## config.mk

```make
export PLATFORM = sky130hd
export DESIGN_NAME = axi_ad9739a_dma_source
export DESIGN_NICKNAME = d
export VERILOG_FILES = /design/src/rtl/axi_ad9739a_dma_source.sv
export SDC_FILE = /design/constraint.sdc
export NUM_CORES = 2
export LEC_CHECK = 0
export CAP_MARGIN = 10
export CORE_AREA = 2 2 602 604
export CTS_CLUSTER_SIZE = 8
export DETAILED_ROUTE_END_ITERATION = 8
export DIE_AREA = 0 0 604 606
export DONT_BUFFER_PORTS = 1
export HOLD_SLACK_MARGIN = 0.1
export PLACE_DENSITY = 0.7
export SLEW_MARGIN = 20
export SYNTH_ARGS = -nofsm -noshare
export SYNTH_HDL_FRONTEND = slang
export SYNTH_SLANG_ARGS = --single-unit
```

## constraint.sdc

```tcl
create_clock -name dac_div_clk -period 32.8 [get_ports dac_div_clk]
set_clock_uncertainty 0.1 [all_clocks]
set_input_delay 3.28 -clock dac_div_clk [delete_from_list [all_inputs] [get_ports dac_div_clk]]
set_output_delay 3.28 -clock dac_div_clk [all_outputs]
set_load 0.05 [all_outputs]
```

## src/rtl/axi_ad9739a_dma_source.sv

```systemverilog
`default_nettype none
// ============================================================================
// Module   : axi_ad9739a_dma_source
// Brief    : Packs 64-bit DMA beats into 256-bit DAC words, queues them and
//            pops one word per dac_valid request, flagging underflow.
// Revision : 1.0 - initial release
// ============================================================================
module axi_ad9739a_dma_source #(
  parameter int FIFO_ADDR_WIDTH = 4,
  parameter bit UNF_HOLD        = 1'b0
) (
  input  logic                       dac_div_clk,
  input  logic                       dac_rst,
  input  logic                       s_data_valid,
  output logic                       s_data_ready,
  input  logic [63:0]                s_data,
  input  logic                       s_data_last,
  input  logic                       dac_enable,
  input  logic                       dac_valid,
  output logic [255:0]               dac_ddata,
  output logic                       dac_dunf,
  output logic [FIFO_ADDR_WIDTH:0]   fifo_level,
  output logic [15:0]                unf_count
);

  localparam int                     c_depth      = 2 ** FIFO_ADDR_WIDTH;
  localparam logic [FIFO_ADDR_WIDTH:0]   c_level_full = {1'b1, {FIFO_ADDR_WIDTH{1'b0}}};
  localparam logic [FIFO_ADDR_WIDTH:0]   c_level_one  = {{FIFO_ADDR_WIDTH{1'b0}}, 1'b1};
  localparam logic [FIFO_ADDR_WIDTH-1:0] c_ptr_one    = {{(FIFO_ADDR_WIDTH-1){1'b0}}, 1'b1};

  logic [255:0]                 mem_q [0:c_depth-1];
  logic [FIFO_ADDR_WIDTH-1:0]   wr_ptr_q, wr_ptr_d;
  logic [FIFO_ADDR_WIDTH-1:0]   rd_ptr_q, rd_ptr_d;
  logic [FIFO_ADDR_WIDTH:0]     level_q, level_d;
  logic [1:0]                   beat_idx_q, beat_idx_d;
  logic [255:0]                 pack_q, pack_d;
  logic [255:0]                 ddata_q, ddata_d;
  logic                         dunf_q, dunf_d;
  logic [15:0]                  unf_count_q, unf_count_d;

  logic                         w_full;
  logic                         w_empty;
  logic                         w_accept;
  logic                         w_push;
  logic                         w_pop;
  logic                         w_unf;
  logic [255:0]                 w_word;

  assign w_full   = (level_q == c_level_full);
  assign w_empty  = (level_q == '0);
  // Readiness looks only at the registered level, so a pop cannot free a slot
  // for a push in the same cycle when the FIFO is full.
  assign s_data_ready = dac_enable & ~dac_rst & ~w_full;
  assign w_accept = s_data_valid & s_data_ready;
  assign w_push   = w_accept & ((beat_idx_q == 2'd3) | s_data_last);
  assign w_pop    = dac_enable & dac_valid & ~w_empty;
  assign w_unf    = dac_enable & dac_valid & w_empty;

  // Lanes above the current beat are already zero in pack_q, which yields the
  // zero fill for a short burst flushed by s_data_last.
  always_comb begin
    w_word = pack_q;
    case (beat_idx_q)
      2'd0:    w_word[63:0]    = s_data;
      2'd1:    w_word[127:64]  = s_data;
      2'd2:    w_word[191:128] = s_data;
      default: w_word[255:192] = s_data;
    endcase
  end

  always_comb begin
    wr_ptr_d    = wr_ptr_q;
    rd_ptr_d    = rd_ptr_q;
    level_d     = level_q;
    beat_idx_d  = beat_idx_q;
    pack_d      = pack_q;
    ddata_d     = ddata_q;
    dunf_d      = dunf_q;
    unf_count_d = unf_count_q;
    if (!dac_enable) begin
      wr_ptr_d   = '0;
      rd_ptr_d   = '0;
      level_d    = '0;
      beat_idx_d = 2'd0;
      pack_d     = '0;
      ddata_d    = '0;
      dunf_d     = 1'b0;
    end else begin
      if (w_accept) begin
        if (w_push) begin
          beat_idx_d = 2'd0;
          pack_d     = '0;
          wr_ptr_d   = wr_ptr_q + c_ptr_one;
        end else begin
          beat_idx_d = beat_idx_q + 2'd1;
          pack_d     = w_word;
        end
      end
      if (w_pop) begin
        rd_ptr_d = rd_ptr_q + c_ptr_one;
        ddata_d  = mem_q[rd_ptr_q];
        dunf_d   = 1'b0;
      end else if (w_unf) begin
        dunf_d  = 1'b1;
        ddata_d = UNF_HOLD ? ddata_q : '0;
        if (unf_count_q != 16'hFFFF) begin
          unf_count_d = unf_count_q + 16'd1;
        end
      end
      case ({w_push, w_pop})
        2'b10:   level_d = level_q + c_level_one;
        2'b01:   level_d = level_q - c_level_one;
        default: level_d = level_q;
      endcase
    end
  end

  always_ff @(posedge dac_div_clk) begin
    if (dac_rst) begin
      wr_ptr_q    <= '0;
      rd_ptr_q    <= '0;
      level_q     <= '0;
      beat_idx_q  <= 2'd0;
      pack_q      <= '0;
      ddata_q     <= '0;
      dunf_q      <= 1'b0;
      unf_count_q <= '0;
    end else begin
      wr_ptr_q    <= wr_ptr_d;
      rd_ptr_q    <= rd_ptr_d;
      level_q     <= level_d;
      beat_idx_q  <= beat_idx_d;
      pack_q      <= pack_d;
      ddata_q     <= ddata_d;
      dunf_q      <= dunf_d;
      unf_count_q <= unf_count_d;
    end
  end

  always_ff @(posedge dac_div_clk) begin
    if (w_push) begin
      mem_q[wr_ptr_q] <= w_word;
    end
  end

  assign dac_ddata  = ddata_q;
  assign dac_dunf   = dunf_q;
  assign fifo_level = level_q;
  assign unf_count  = unf_count_q;

endmodule
`default_nettype wire

```

**Word-level counts from Yosys, hierarchy flattened**

Memory sizes are Yosys's and may differ from the RTL's. A register that Yosys moved wholly into a read port is not among the register bits.
Index checks and enable logic that the tools add are counted.

- Register bits after elaboration: 544
- Latch bits: 0
- Bits in writable memories: 4096
- ROM bits: 0
- Bits of input ports: 70
- Output and inout port bits: 279
- Logic and storage cells: 57
- Memories: 1

Memories:

| name | depth | bits a word | rd ports | clocked after Yosys merged registers in | write ports | line | source |
|---|---|---|---|---|---|---|---|
| mem_q | 16 | 256 | 1 | 1 | 1 | 31 | `logic [255:0] mem_q [0:c_depth-1];` |

- Add/sub/neg operators: 6
- $mul: 0
- Divide/modulo/power cells: 0
- Magnitude comparators: 0
- Eq/ne operators: 7
- Shifts and indexed selects: 0
- Multiplexer cells: 13
- Bitwise logic cells: 13
- Reduce and logical (&&, ||, !) cells: 9

Operators by type and width:

| kind | count |
|---|---|
| $mux W256 | 3 |
| $mux W64 | 4 |
| $add A16 B1 Y16 const B | 1 |
| $ne A16 B16 Y1 const B | 1 |
| $pmux W5 S2 | 1 |
| $add A4 B1 Y4 const B | 2 |
| $mux W4 | 2 |
| $and A1 B1 Y1 | 7 |
| $eq A2 B2 Y1 const B | 3 |
| $reduce_or A3 Y1 | 2 |
| $add A5 B1 Y5 const B | 1 |
| $eq A5 B5 Y1 const B | 1 |
| $logic_not A5 Y1 | 1 |
| $not A1 Y1 | 5 |
| $sub A5 B1 Y5 const B | 1 |
| $eq A2 B1 Y1 const B | 2 |
| $reduce_and A4 Y1 | 1 |
| $reduce_bool A2 Y1 | 2 |
| $add A2 B1 Y2 const B | 1 |
| $logic_not A2 Y1 | 1 |
| $mux W1 | 2 |
| $mux W2 | 1 |
| $reduce_and A2 Y1 | 1 |
| $reduce_or A2 Y1 | 1 |
| $or A1 B1 Y1 | 1 |

**Longest topological paths before layout**

- Word-level depth: 7
- Mapped depth: 16
- Depth with buffers taken out: 12

**Worst setup path before layout**

Ideal clock, no wire load.

- Kind: input port to flip-flop
- From: input dac_rst
- To: memory mem_q[0][0] (enable)
- Setup time: 1.186 ns
- Data arrival time: 21.863 ns
- Data required time: 31.514 ns
- Setup slack: 9.651 ns
- Stages on the path: 9
- Path through: clkbuf_1 nor2b_1 buf_2 o211ai_2 buf_2 buf_2 nor2_1 nand2_1 nor3_1

- Word-level cells in the longest chain between the ends: 7

RTL lines:

| item | line | source |
|---|---|---|
| start, declared | 13 | `input logic dac_rst,` |
| $not A1 Y1 | 53 | `assign s_data_ready = dac_enable & ~dac_rst & ~w_full;` |
| $and A1 B1 Y1 (2 in a row) | 53 |  |
| $and A1 B1 Y1 | 54 | `assign w_accept = s_data_valid & s_data_ready;` |
| $and A1 B1 Y1 | 55 | `assign w_push = w_accept & ((beat_idx_q == 2'd3) \| s_data_last);` |
| $mux W1 | 141 | `if (w_push) begin` |
| $mux W1 (not written as such) | 142 | `mem_q[wr_ptr_q] <= w_word;` |
| end, declared | 31 |  |

Every way passes these cells.

**Worst setup path after layout**

- From: input dac_rst
- To: output s_data_ready

- Word-level cells in the longest chain between the ends: 3

RTL lines:

| item | line | source |
|---|---|---|
| $not A1 Y1 | 53 |  |
| $and A1 B1 Y1 (2 in a row) | 53 |  |
| end, declared | 15 | `output logic s_data_ready,` |

Every way passes these cells.

==> flow_metrics.py <==
metrics = {
    "outcome": {
        "result_of_the_run": "complete, but fails checks",
        "violations": "DRC",
    },
    "clocking": {
        "cts-hold-fix-buffers": 0,
        "clock_sink_count": 4644,
        "post_cts_resize_count": 0,
        "h-tree-depth": 6,
        "cts_made_buffers": 651,
        "cts.path.max_buffers": 4,
        "clkTransAtPathRegs_ns": 0.05,
        "postCtsSetupRepairBufs": 0,
        "cts_root_buffer": "sky130_fd_sc_hd__clkbuf_16",
        "clock_insertion_delay_worst_skew_ns": 1.06,
        "tritoncts": "yes",
    },
    "drt": {
        "routed-wl-met3_um": 52200,
        "wirelength_met1_um": 176000,
        "route.antenna.remaining_nets": 0,
        "detail_routed_via_count_per_cell": 6.33,
        "first_pass_iters": 9,
        "drt-wirelength-per-cell_um": 32.4,
        "detailedRoute.firstIterationViolations": 13200,
        "drc": 1,
        "routed.top_layer": "met5",
        "dr_total_vias": 96400,
        "routed_wirelength_um": 493000,
        "wl_met2_um": 233000,
    },
    "global_route": {
        "largest_net_degree_at_the_start_of_global_routing": 163,
        "grt_pass1_wl_um": 700000,
        "grt-ovfl-total": 0,
        "grt_pass1_vias": 96700,
        "grt_usage": 0.265,
        "grt_antenna_before_repair": 63,
    },
    "worst_setup_path": {
        "timing.critical_path.fanout_max": 34,
        "worst_path_dominant_cell_family": "compound AO/OA/AOI/OAI gates",
        "critical-path-slowest-cell": "sky130_fd_sc_hd__a21oi_1",
        "ff2ff_setup_slack_ns": 26.47,
        "worst_ep_arrival_time_ns": 4.60,
        "rr_worst_depth": 9,
        "critical_path_depth": 2,
        "crit_type": "in2out",
        "cp-start-kind": "input port",
        "data_required_time_at_the_worst_endpoint_ns": 29.42,
        "timing.critical_path.cells": "nand2b_4, a21oi_1",
        "critical_path.max_stage_delay_ns": 0.94,
        "timing.critical_path.buf_inv": 0,
        "crit-reg2reg-capture": "mem_q[8][6]",
        "worst_setup_path_end_kind": "primary output",
        "rr_startpoint": "fifo_level[2]",
    },
    "pwr": {
        "ir_worst_vdd_v": 0.0000563,
        "power.total_uw": 12800,
        "p_leak_uw": 0.0625,
        "cellPowerDensity_nw_per_um2": 63.6,
    },
    "min_path": {
        "min_to": "pack_q[143]",
        "type_of_the_tightest_min_delay_check": "reg2reg",
        "hold-path-cell-count": 2,
        "hold_path.startpoint": "pack_q[143]",
    },
    "flow_run": {
        "maxCapViolations": 0,
    },
    "final_layout": {
        "num-nets-final": 9765,
        "top_library_cells_by_usage_in_the_layout_fill_and_taps_aside": "sky130_fd_sc_hd__edfxtp_1, sky130_fd_sc_hd__nand2_1, sky130_fd_sc_hd__mux2_2",
        "layout_commonest_cell": "sky130_fd_sc_hd__edfxtp_1",
        "flow.area_growth_from_synthesis_pct": 14.2,
        "final_layout_size_suffix_gt1_frac": 0.217,
    },
    "sta": {
        "worstMarginPinSlew_ns": 1.46,
        "finalSetupTns_ns": 0,
        "slew_headroom": 0.0252,
        "rsz0062_at_grt": "no",
        "final_period_minus_worst_setup_slack_ns": 7.98,
        "maxClockFrequency_mhz": 125,
        "timing_max_transition_violations_final": 0,
        "report.final.setup_viol": 0,
        "hold_viol_final": 0,
        "timing.final.crit_share": 0.243,
    },
    "placement": {
        "io_buffer_count": 0,
        "place.detailed.hpwl_um": 258000,
        "gpl_congestion": 0.810,
    },
    "floorplanning": {
        "rows": 221,
        "io-pin-count": 349,
        "die_area_um2": 366000,
        "initial_utilization": 0.488,
        "die_y_um": 606,
        "die_width_um": 604,
        "core_region_area_um2": 360000,
    },
    "synthesis": {
        "ys.warnings.count": 0,
        "mean_instance_size_in_the_synthesized_netlist_um2": 18.5,
        "synth_sequential_area_ratio": 0.762,
        "synthesis.area_um2": 176000,
        "synth_cell_types": 51,
        "synth_enable_flop_cells": 4096,
        "synth.ff_latch_count": 4644,
        "post_synth_inst_count": 9517,
        "syn-num-nets": 9602,
        "async_flop_share": 0,
        "synth_flop_cell": "sky130_fd_sc_hd__edfxtp_1",
    },
}
## worst max-delay path by stage
stage               start              to  slack (ns)
2_1_floorplan     dac_rst     mem_q[0][0]        9.65
3_3_place_gp   dac_enable  mem_q[13][252]       24.24
3_5_place_dp   dac_enable  mem_q[13][252]       24.21
4_1_cts           dac_rst    s_data_ready       24.86
5_1_grt           dac_rst    s_data_ready       24.82
6_report          dac_rst    s_data_ready       24.82
## cell families (layout without fill, tap and decap cells)
family,count (synthesis),after routing,synth area share
DFF,4644,4644,0.762
adders and majority gates,15,15,0.00107
AOI/OAI and AO/OA,1440,1440,0.0572
and+or+nand+nor,1180,1180,0.0280
muxes,1539,1539,0.135
buffers and inverters,676,1357,0.0156
other,0,238,0
xor gates and xnor gates,23,23,0.00115
## final cells by class
type	count	area, um^2
multi-input cells	4197	39300
clock inverters	49	850
diodes	238	596
flip-flops and latches	4644	134000
clock buffers	1122	18300
well taps	4794	6000
inverters	8	37.5
fillers	26400	160000
repair buffers	178	1690
## layer usage
layer	global-route usage	vias to the layer above
li1	-	39500
met5	0	-
met3	0.0601	996
met1	0.331	50200
met4	0.164	8
met2	0.422	5736
## flip-flops by register name, indices dropped and copies added, names as in the netlist, 2 cells and up, named ones only
| name | flops |
|---|---|
| mem_q | 4096 |
| dac_ddata | 256 |
| pack_q | 256 |
| unf_count | 16 |
| fifo_level | 5 |
| rd_ptr_q | 4 |
| wr_ptr_q | 4 |
| beat_idx_q | 2 |
## stage by stage
step | area, um^2 | hold WS [ns] | std cells | util | setup slack (ns)
4_1_cts | 200000 | 0.347 | 15000 | 0.555 | 24.86
3_3_place_gp | 181000 | 0.335 | 13800 | 0.502 | 24.24
3_5_place_dp | 181000 | 0.341 | 13800 | 0.502 | 24.21
6_report | 201000 | 0.346 | 15200 | 0.557 | 24.82
2_1_floorplan | 176000 | 0.329 | 9517 | - | 9.65
5_1_grt | 201000 | 0.359 | 15200 | 0.557 | 24.82
## cells in the mapped netlist (all sizes together), types with 6 or more instances
library cell | instances | share of area
a21oi | 326 | 0.0093
mux2i | 259 | 0.015
ha | 15 | 0.0011
o21ai | 197 | 0.0056
xnor2 | 19 | 0.00095
a222oi | 216 | 0.012
mux2 | 688 | 0.044
nor3 | 12 | 0.00046
nor2 | 43 | 0.00092
nand2 | 826 | 0.018
a221o | 216 | 0.012
nand3 | 264 | 0.0075
o22ai | 433 | 0.015
nor4 | 6 | 0.00028
a22oi | 40 | 0.0017
inv | 8 | 0.00017
edfxtp | 4096 | 0.70
buf | 227 | 0.0060
dfxtp | 548 | 0.062
clkbuf | 441 | 0.0094
mux4 | 592 | 0.076
## report_power, final
group	total, uW	switching [uW]	leakage (uW)	internal [uW]
Sequential	6410	5.71	0.0416	6400
Combinational	122	97.3	0.0119	24.7
Clock	6240	2470	0.00907	3770
Total	12800	2580	0.0625	10200
Note: power is estimated with default switching activity, not from simulation.
